File: src/rtl/apb_slave_bank.sv
// APB slave bank: NUM_SLAVES independent word memories behind a registered,
// wait-state-capable pready/pslverr handshake with deterministic read-back.
module apb_slave_bank #(
    parameter int unsigned NUM_SLAVES  = 3,
    parameter int unsigned ADDR_WIDTH  = 32,
    parameter int unsigned DATA_WIDTH  = 32,
    parameter int unsigned MEM_DEPTH   = 16,
    parameter int unsigned WAIT_STATES = 0
) (
    input  logic                  hclk,
    input  logic                  hreset,
    input  logic [NUM_SLAVES-1:0] psel,
    input  logic                  penable,
    input  logic                  pwrite,
    input  logic [ADDR_WIDTH-1:0] paddr,
    input  logic [DATA_WIDTH-1:0] pwdata,
    output logic [DATA_WIDTH-1:0] pr_data,
    output logic                  pready,
    output logic                  pslverr
);

    localparam int unsigned IDX_W = $clog2(MEM_DEPTH);
    localparam int unsigned CNT_W = 4;

    localparam logic [1:0] ST_IDLE  = 2'd0;
    localparam logic [1:0] ST_WAIT  = 2'd1;
    localparam logic [1:0] ST_READY = 2'd2;

    logic [1:0]            state_q, state_d;
    logic [CNT_W-1:0]      cnt_q, cnt_d;
    logic [NUM_SLAVES-1:0] sel_q, sel_d;
    logic                  write_q, write_d;
    logic [IDX_W-1:0]      idx_q, idx_d;
    logic [DATA_WIDTH-1:0] wdata_q, wdata_d;
    logic                  err_q, err_d;
    logic [DATA_WIDTH-1:0] pr_data_q, pr_data_d;
    logic                  pready_q, pready_d;
    logic                  pslverr_q, pslverr_d;
    logic [DATA_WIDTH-1:0] mem_q [NUM_SLAVES][MEM_DEPTH];

    logic                  setup_c;
    logic                  active_c;
    logic                  oor_c;
    logic                  multi_sel_c;
    logic                  enter_ready_c;
    logic                  commit_c;
    logic [DATA_WIDTH-1:0] rd_word_c;

    assign setup_c     = (psel != '0) && !penable;
    assign active_c    = (psel != '0) && penable;
    assign oor_c       = (paddr >> (IDX_W + 2)) != '0;
    assign multi_sel_c = (psel & (psel - NUM_SLAVES'(1))) != '0;

    // Transfer sequencing; the *_d field values are what the transfer will use
    always_comb begin
        state_d       = state_q;
        cnt_d         = cnt_q;
        sel_d         = sel_q;
        write_d       = write_q;
        idx_d         = idx_q;
        wdata_d       = wdata_q;
        err_d         = err_q;
        enter_ready_c = 1'b0;
        commit_c      = 1'b0;
        case (state_q)
            ST_IDLE: begin
                if (setup_c) begin
                    sel_d   = psel;
                    write_d = pwrite;
                    idx_d   = paddr[IDX_W+1:2];
                    wdata_d = pwdata;
                    err_d   = multi_sel_c || oor_c;
                    cnt_d   = CNT_W'(WAIT_STATES);
                    if (WAIT_STATES == 0) begin
                        state_d       = ST_READY;
                        enter_ready_c = 1'b1;
                    end else begin
                        state_d = ST_WAIT;
                    end
                end
            end
            ST_WAIT: begin
                if (!active_c) begin
                    state_d = ST_IDLE;
                end else begin
                    cnt_d = cnt_q - CNT_W'(1);
                    if (cnt_q <= CNT_W'(1)) begin
                        state_d       = ST_READY;
                        enter_ready_c = 1'b1;
                    end
                end
            end
            ST_READY: begin
                state_d  = ST_IDLE;
                commit_c = active_c && write_q && !err_q;
            end
            default: begin
                state_d = ST_IDLE;
            end
        endcase
    end

    // Memory is only written in READY, so sampling it on entry is safe
    always_comb begin
        rd_word_c = '0;
        for (int s = 0; s < int'(NUM_SLAVES); s++) begin
            if (sel_d[s]) begin
                rd_word_c = rd_word_c | mem_q[s][idx_d];
            end
        end
    end

    assign pr_data_d = (enter_ready_c && !write_d && !err_d) ? rd_word_c : '0;
    assign pready_d  = enter_ready_c;
    assign pslverr_d = enter_ready_c && err_d;

    always_ff @(posedge hclk or posedge hreset) begin
        if (hreset) begin
            state_q   <= ST_IDLE;
            cnt_q     <= '0;
            sel_q     <= '0;
            write_q   <= 1'b0;
            idx_q     <= '0;
            wdata_q   <= '0;
            err_q     <= 1'b0;
            pr_data_q <= '0;
            pready_q  <= 1'b0;
            pslverr_q <= 1'b0;
        end else begin
            state_q   <= state_d;
            cnt_q     <= cnt_d;
            sel_q     <= sel_d;
            write_q   <= write_d;
            idx_q     <= idx_d;
            wdata_q   <= wdata_d;
            err_q     <= err_d;
            pr_data_q <= pr_data_d;
            pready_q  <= pready_d;
            pslverr_q <= pslverr_d;
        end
    end

    always_ff @(posedge hclk or posedge hreset) begin
        if (hreset) begin
            for (int s = 0; s < int'(NUM_SLAVES); s++) begin
                for (int w = 0; w < int'(MEM_DEPTH); w++) begin
                    mem_q[s][w] <= '0;
                end
            end
        end else if (commit_c) begin
            for (int s = 0; s < int'(NUM_SLAVES); s++) begin
                if (sel_q[s]) begin
                    mem_q[s][idx_q] <= wdata_q;
                end
            end
        end
    end

    assign pr_data = pr_data_q;
    assign pready  = pready_q;
    assign pslverr = pslverr_q;

endmodule

File: config.mk
export PLATFORM = sky130hd
export DESIGN_NAME = apb_slave_bank
export DESIGN_NICKNAME = d
export VERILOG_FILES = /design/src/rtl/apb_slave_bank.sv
export SDC_FILE = /design/constraint.sdc
export NUM_CORES = 2
export LEC_CHECK = 0
export ABC_AREA = 1
export BUFFER_PORTS_ARGS = -buffer_cell sky130_fd_sc_hd__buf_2
export CAP_MARGIN = 20
export CORE_ASPECT_RATIO = 2
export CORE_UTILIZATION = 45
export DETAILED_ROUTE_END_ITERATION = 7
export GPL_ROUTABILITY_DRIVEN = 0
export PLACE_DENSITY_LB_ADDON = 0.2
export SLEW_MARGIN = 30
export SYNTH_ARGS = -nofsm -noshare
export SYNTH_HDL_FRONTEND = slang
export SYNTH_SLANG_ARGS = --single-unit
File: constraint.sdc
create_clock -name hclk -period 70.3 [get_ports hclk]
set_input_delay 10.545 -clock hclk [delete_from_list [all_inputs] [get_ports hclk]]
set_output_delay 10.545 -clock hclk [all_outputs]
set_load 0.05 [all_outputs]
---- Word level (Yosys, flattened, before mapping) ----
Index checks and enable logic that the tools add are counted.
word-level totals
  flip-flop bits (word level) ............. 1617
  input port bits ......................... 71
  logic and storage cells ................. 136
operators by class
  $add $sub $neg .......................... 2
  $lt $le $gt $ge ......................... 4
  eq/ne operators ......................... 5
  muxes and demuxes ....................... 38
  bitwise operators ....................... 5
  reduce and logical (&&, ||, !) cells .... 24
operators by type and width
  kind                   number
  $bwmux W512            3
  $bmux W32 S4           3
  $mux W32               11
  $demux W32 S4          1
  $or A32 B32 Y32        2
  $reduce_bool A32 Y1    1
  $mux W4                4
  $ge A5 B5 Y1 const B   2
  $not A4 Y5             2
  $reduce_and A2 Y1      5
  $logic_and A1 B1 Y1    8
  $mux W1                8
  $pmux W4 S2            1
  $mux W2                3
  $mux W3                2
  $reduce_bool A3 Y1     2
  $lt A5 B1 Y1 const B   1
  $le A4 B1 Y1 const B   1
  $logic_not A1 Y1       4
  $ne A2 B2 Y1 const B   2
  $pmux W2 S2            1
  $sub A4 B1 Y4 const B  1
  $and A3 B3 Y3          1
  $ne A3 B3 Y1 const B   1
  other kinds (8)        8

---- Logic depth before layout (Yosys ltp) ----
  depth after elaboration ................. 14
  depth in mapped cells ................... 16

---- Worst setup path before layout ----
Ideal clock, no wire load.
  kind .................................... input-to-reg
  start point ............................. input port psel[1]
  end point ............................... register pr_data_q[11], in the netlist pr_data[11]
  arrival ................................. 11912 ps
  slack ................................... 58274 ps
  stages on the path ...................... 14
  cells stage by stage .................... nor2_2 > nand2_4 > nand3_1 > clkbuf_1 > buf_2 > nand3_1 > nand3_1 > nand3_1 > nand3_1 > nand2_1 > nand2_1 > nand3_1 > nand2_1 > inv_1
between the ends
  cells in the longest elaborated chain, start to end .. 14
RTL lines
  what                                          line    RTL
  start: declaration                            12      input logic [NUM_SLAVES-1:0] psel,
  $reduce_bool A3 Y1                            49, 50
  $logic_and A1 B1 Y1                           49      assign setup_c = (psel != '0) && !penable;
  $mux W4                                       67      if (setup_c) begin
  $mux W4                                       65      case (state_q)
  $not A4 Y5 (not written as such)              108     rd_word_c = rd_word_c | mem_q[s][idx_d];
  $bmux W32 S4                                  108
  $mux W32 (not written as such) (2 in series)  108
  $mux W32                                      107     if (sel_d[s]) begin
  $or A32 B32 Y32                               108
  $mux W32                                      107
  $or A32 B32 Y32                               108
  $mux W32                                      107
  $mux W32 (*)                                  113     assign pr_data_d = (enter_ready_c && !write_d && !err_d) ? rd_word_c : '0;
  via pr_data_d[11]                             36      logic [DATA_WIDTH-1:0] pr_data_q, pr_data_d;
  end signal: assignment                        137     pr_data_q <= pr_data_d;
  end: declaration                              36
Mark *: on every way through the listed nets, which the timed path passes. The rest lies on a longest branch. The select of a mux whose other input is x is not followed.
A chain may end at the register's enable or synchronous reset.

==> metrics.md <==
| Metric | Value |
|---|---|
| DR iter-0 viols | 6000 |
| Max-cap check violation count | 0 |
| Number of global-route vias before repair | between 60000 and 70000 |
| Wire length per cell | 21.2 um |
| Worst Path Max Fanout | 101 |
| Synth area leader | dfrtp_1 |
| WP data required | 71110 ps |
| HPWL after DPL | 137000 um |
| Initial core utilization | 45.3% |
| Syn Area/Cell | 7.70 um^2 |
| Synth unique cells | 27 |
| Layout area overhead | 8.33% |
| # IOs | 105 |
| Port Buf Inserts | 102 |
| Latest clock arrival within the worst-skew pair | about 810 ps |
| Primary FF master, synth | dfrtp_1 |
| Fmax | between 60 and 70 MHz |
| Row cnt | 213 |
| Worst path max stage delay | between 700 and 800 ps |
| Cell count after synthesis | 9886 |
| Most frequent cells after synthesis | 3075 x nand2_1, 1634 x nand3_1, 1612 x dfrtp_1, 1497 x o21ai_0, 1106 x inv_1 |
| Synthesized area | 0.0761 mm^2 |
| Reg clk slew, reported paths | 60 ps |
| Register area share after synthesis | 53.0% |
| Worst path slowest cell | buf_4 |
| Hold_ws | between 400 and 500 ps |
| # Post-CTS Setup Buffers | 0 |
| Ys async rst share | 100% |
| Die Ht | 584 um |
| Total die area | 0.171 mm^2 |
| Top-count cell post-synth | nand2_1 |
| Fill cells | between 15000 and 20000 |
| Fin crit period | 15420 ps |
| Met1 Use GR | 35.4% |
| Final #Nets | around 9500 |
| Worst slack at placement | 52880 ps |
| Final period util | around 22% |
| First-pass iteration count of the detailed router | 6 |
| Clk buf depth | 4 |
| VDD IR max | about 0.000023 V |
| Sequence of cells on the critical path | buf_2, inv_8, buf_4, buf_6, buf_6, buf_4, buf_6, buf_6, buf_4 |
| Hold Path Class | reg2reg |
| Final setup fails | 0 |
| Final max-slew violation count | 0 |
| Delay-heaviest family, CP | buffers and inverters |
| Worst Skew | 59.2 ps |
| Outcome | finished clean |
| Crit path DAT | around 16000 ps |
| Die Wd | 293 um |
| Final hold viol count | 0 |
| CP most frequent cell | buf_6 |
| Final Power | 2.26 mW |
| Finished Cell Area | just over 0.08 mm^2 |
| Worst Tran Pin Value | 1030 ps |
| CTS HTree Levels | 4 |
| Largest net degree at the start of global routing | 188 |
| Gr ovfl total | 0 |
| Setup CP Type | in2async |
| Crit. End Element | async pin |
| Post-synth top area share | a little over half |
| Share of cells above drive strength 1 | 5.64% |
| Num CTS Buffers | 155 |
| Setup WS post-layout | 54880 ps |
| Global-route wire length before repair | 385000 um |
| Grt met2 use | between 50% and 60% |
| Number of flops mapped to enable cells by yosys | 0 |
| Clk root buf | clkbuf_16 |
| Vias after detailed routing | 64880 |
| Type of origin of the critical path | input port |
| Resized Gates After CTS | 0 |
| Pleak | 38.0 nW |
| Power per cell area | 27.4 mW/mm^2 |
| Final TNS setup | 0 ps |
| Via density | 5.48 |
| Core footprint | 0.168 mm^2 |
| Hold-fix buffer count after cts | 0 |
| Residual DRC | 0 |
| Top Usage Layer GRT | met2 |
| Antenna Nets Post-Route | 0 |
| Synth Warn # | 0 |
| Seq cells post-synth | 1612 |
| Clock Sinks | 1612 |
| Initial antenna violation count | 6 |
| Worst Path Buf+Inv | 9 |
| Syn Nets | 9957 |
| CTS tree | done |
| M3 GR Usage | 3.32% |
| Unrepaired setup endpoints after global routing | false |
| WL final | 250000 um |
| DP Area | 0.0773 mm^2 |
| Slew Limit Headroom | 31.6% |
| All-Layer GR Usage | 29.5% |
| Synth top area cells | dfrtp_1 53%, nand2_1 15%, nand3_1 11% |
through the flow:
| step | utilization (%) | cells |
|---|---|---|
| after global routing | 49.1 | 11832 |
| after CTS | 48.9 | 11827 |
| after global placement | 45.9 | 11562 |
| final | 49.1 | 11833 |
| after floorplan | - | 9886 |
| after detailed placement | 46.0 | 11565 |
worst min-delay path, delay by kind of cell (launching register included):
| kind | cells | cell delay (ps) |
|---|---|---|
| and+or+nand+nor | 1 | 50 |
| DFF | 1 | 340 |
| AOI/OAI and AO/OA | 1 | 50 |
worst paths after layout:
check / start / endpoint / slack [ps] / cells past startpoint
worst max-delay path: hreset / mem_q[1117]$_DFFE_PP0P_ / 54880 / 9
worst min-delay path: mem_q[1009]$_DFFE_PP0P_ / mem_q[1009]$_DFFE_PP0P_ / 480 / 2
worst max register to register: state_q[1]$_DFFE_PP0P_ / pr_data[23]$_DFF_PP0_ / 64540 / 15
worst min register to register: mem_q[1009]$_DFFE_PP0P_ / mem_q[1009]$_DFFE_PP0P_ / 480 / 2
max in group hclk: penable / pr_data[23]$_DFF_PP0_ / 55070 / 16
min in group asynchronous: hreset / mem_q[885]$_DFFE_PP0P_ / 9860 / 2
metal layers:
metal	up-vias	part of all wire, %
li1	30394	-
met1	31428	39
met2	2392	49
met3	662	5.9
met4	4	6.7
met5	-	0.014
cell families after synthesis:
logic type	after synthesis	share of synthesized area (%)
simple gates	4778	26.6
compound gates	1578	10.4
mux	1	0.0131
buf+inv	1917	10.0
flops	1612	53.0
final cells by class:
cell class	instances	area, um^2	area share, %
Sequential cell	1612	40300	48.9
Multi-Input combinational cell	6357	28400	34.4
Clock buffer	220	4500	5.45
Inverter	1108	4180	5.06
Tap cell	2257	2820	3.42
Timing Repair Buffer	235	1770	2.14
Clock inverter	42	468	0.567
Antenna cell	2	5.00	0.00607
cells in the final DEF, fill, tap and decap left out, drive strengths merged, types with 2 or more instances in the layout:
master,count
nand2,3111
nand3,1635
dfrtp,1612
o21ai,1576
inv,1104
buf,235
clkbuf,220
clkinv,33
nor2,23
bufinv,9
nor4,6
clkinvlp,4
diode,2
flip-flops by register name, summed over array words and instances (netlist names):
| name | count |
|---|---|
| err_q | 1 |
| idx_q | 4 |
| mem_q | 1536 |
| pr_data | 32 |
| pready | 1 |
| pslverr | 1 |
| sel_q | 3 |
| state_q | 1 |
| wdata_q | 32 |
| write_q | 1 |
report_power, final:
group,switching (mW),internal [mW],leakage (nW),total [mW]
logic,0.324,0.105,13.1,0.429
clock network,0.368,0.478,2.45,0.846
registers,0.0187,0.964,22.4,0.983
total,0.711,1.55,38.0,2.26
No activity file was read; power rests on OpenSTA's default activity.
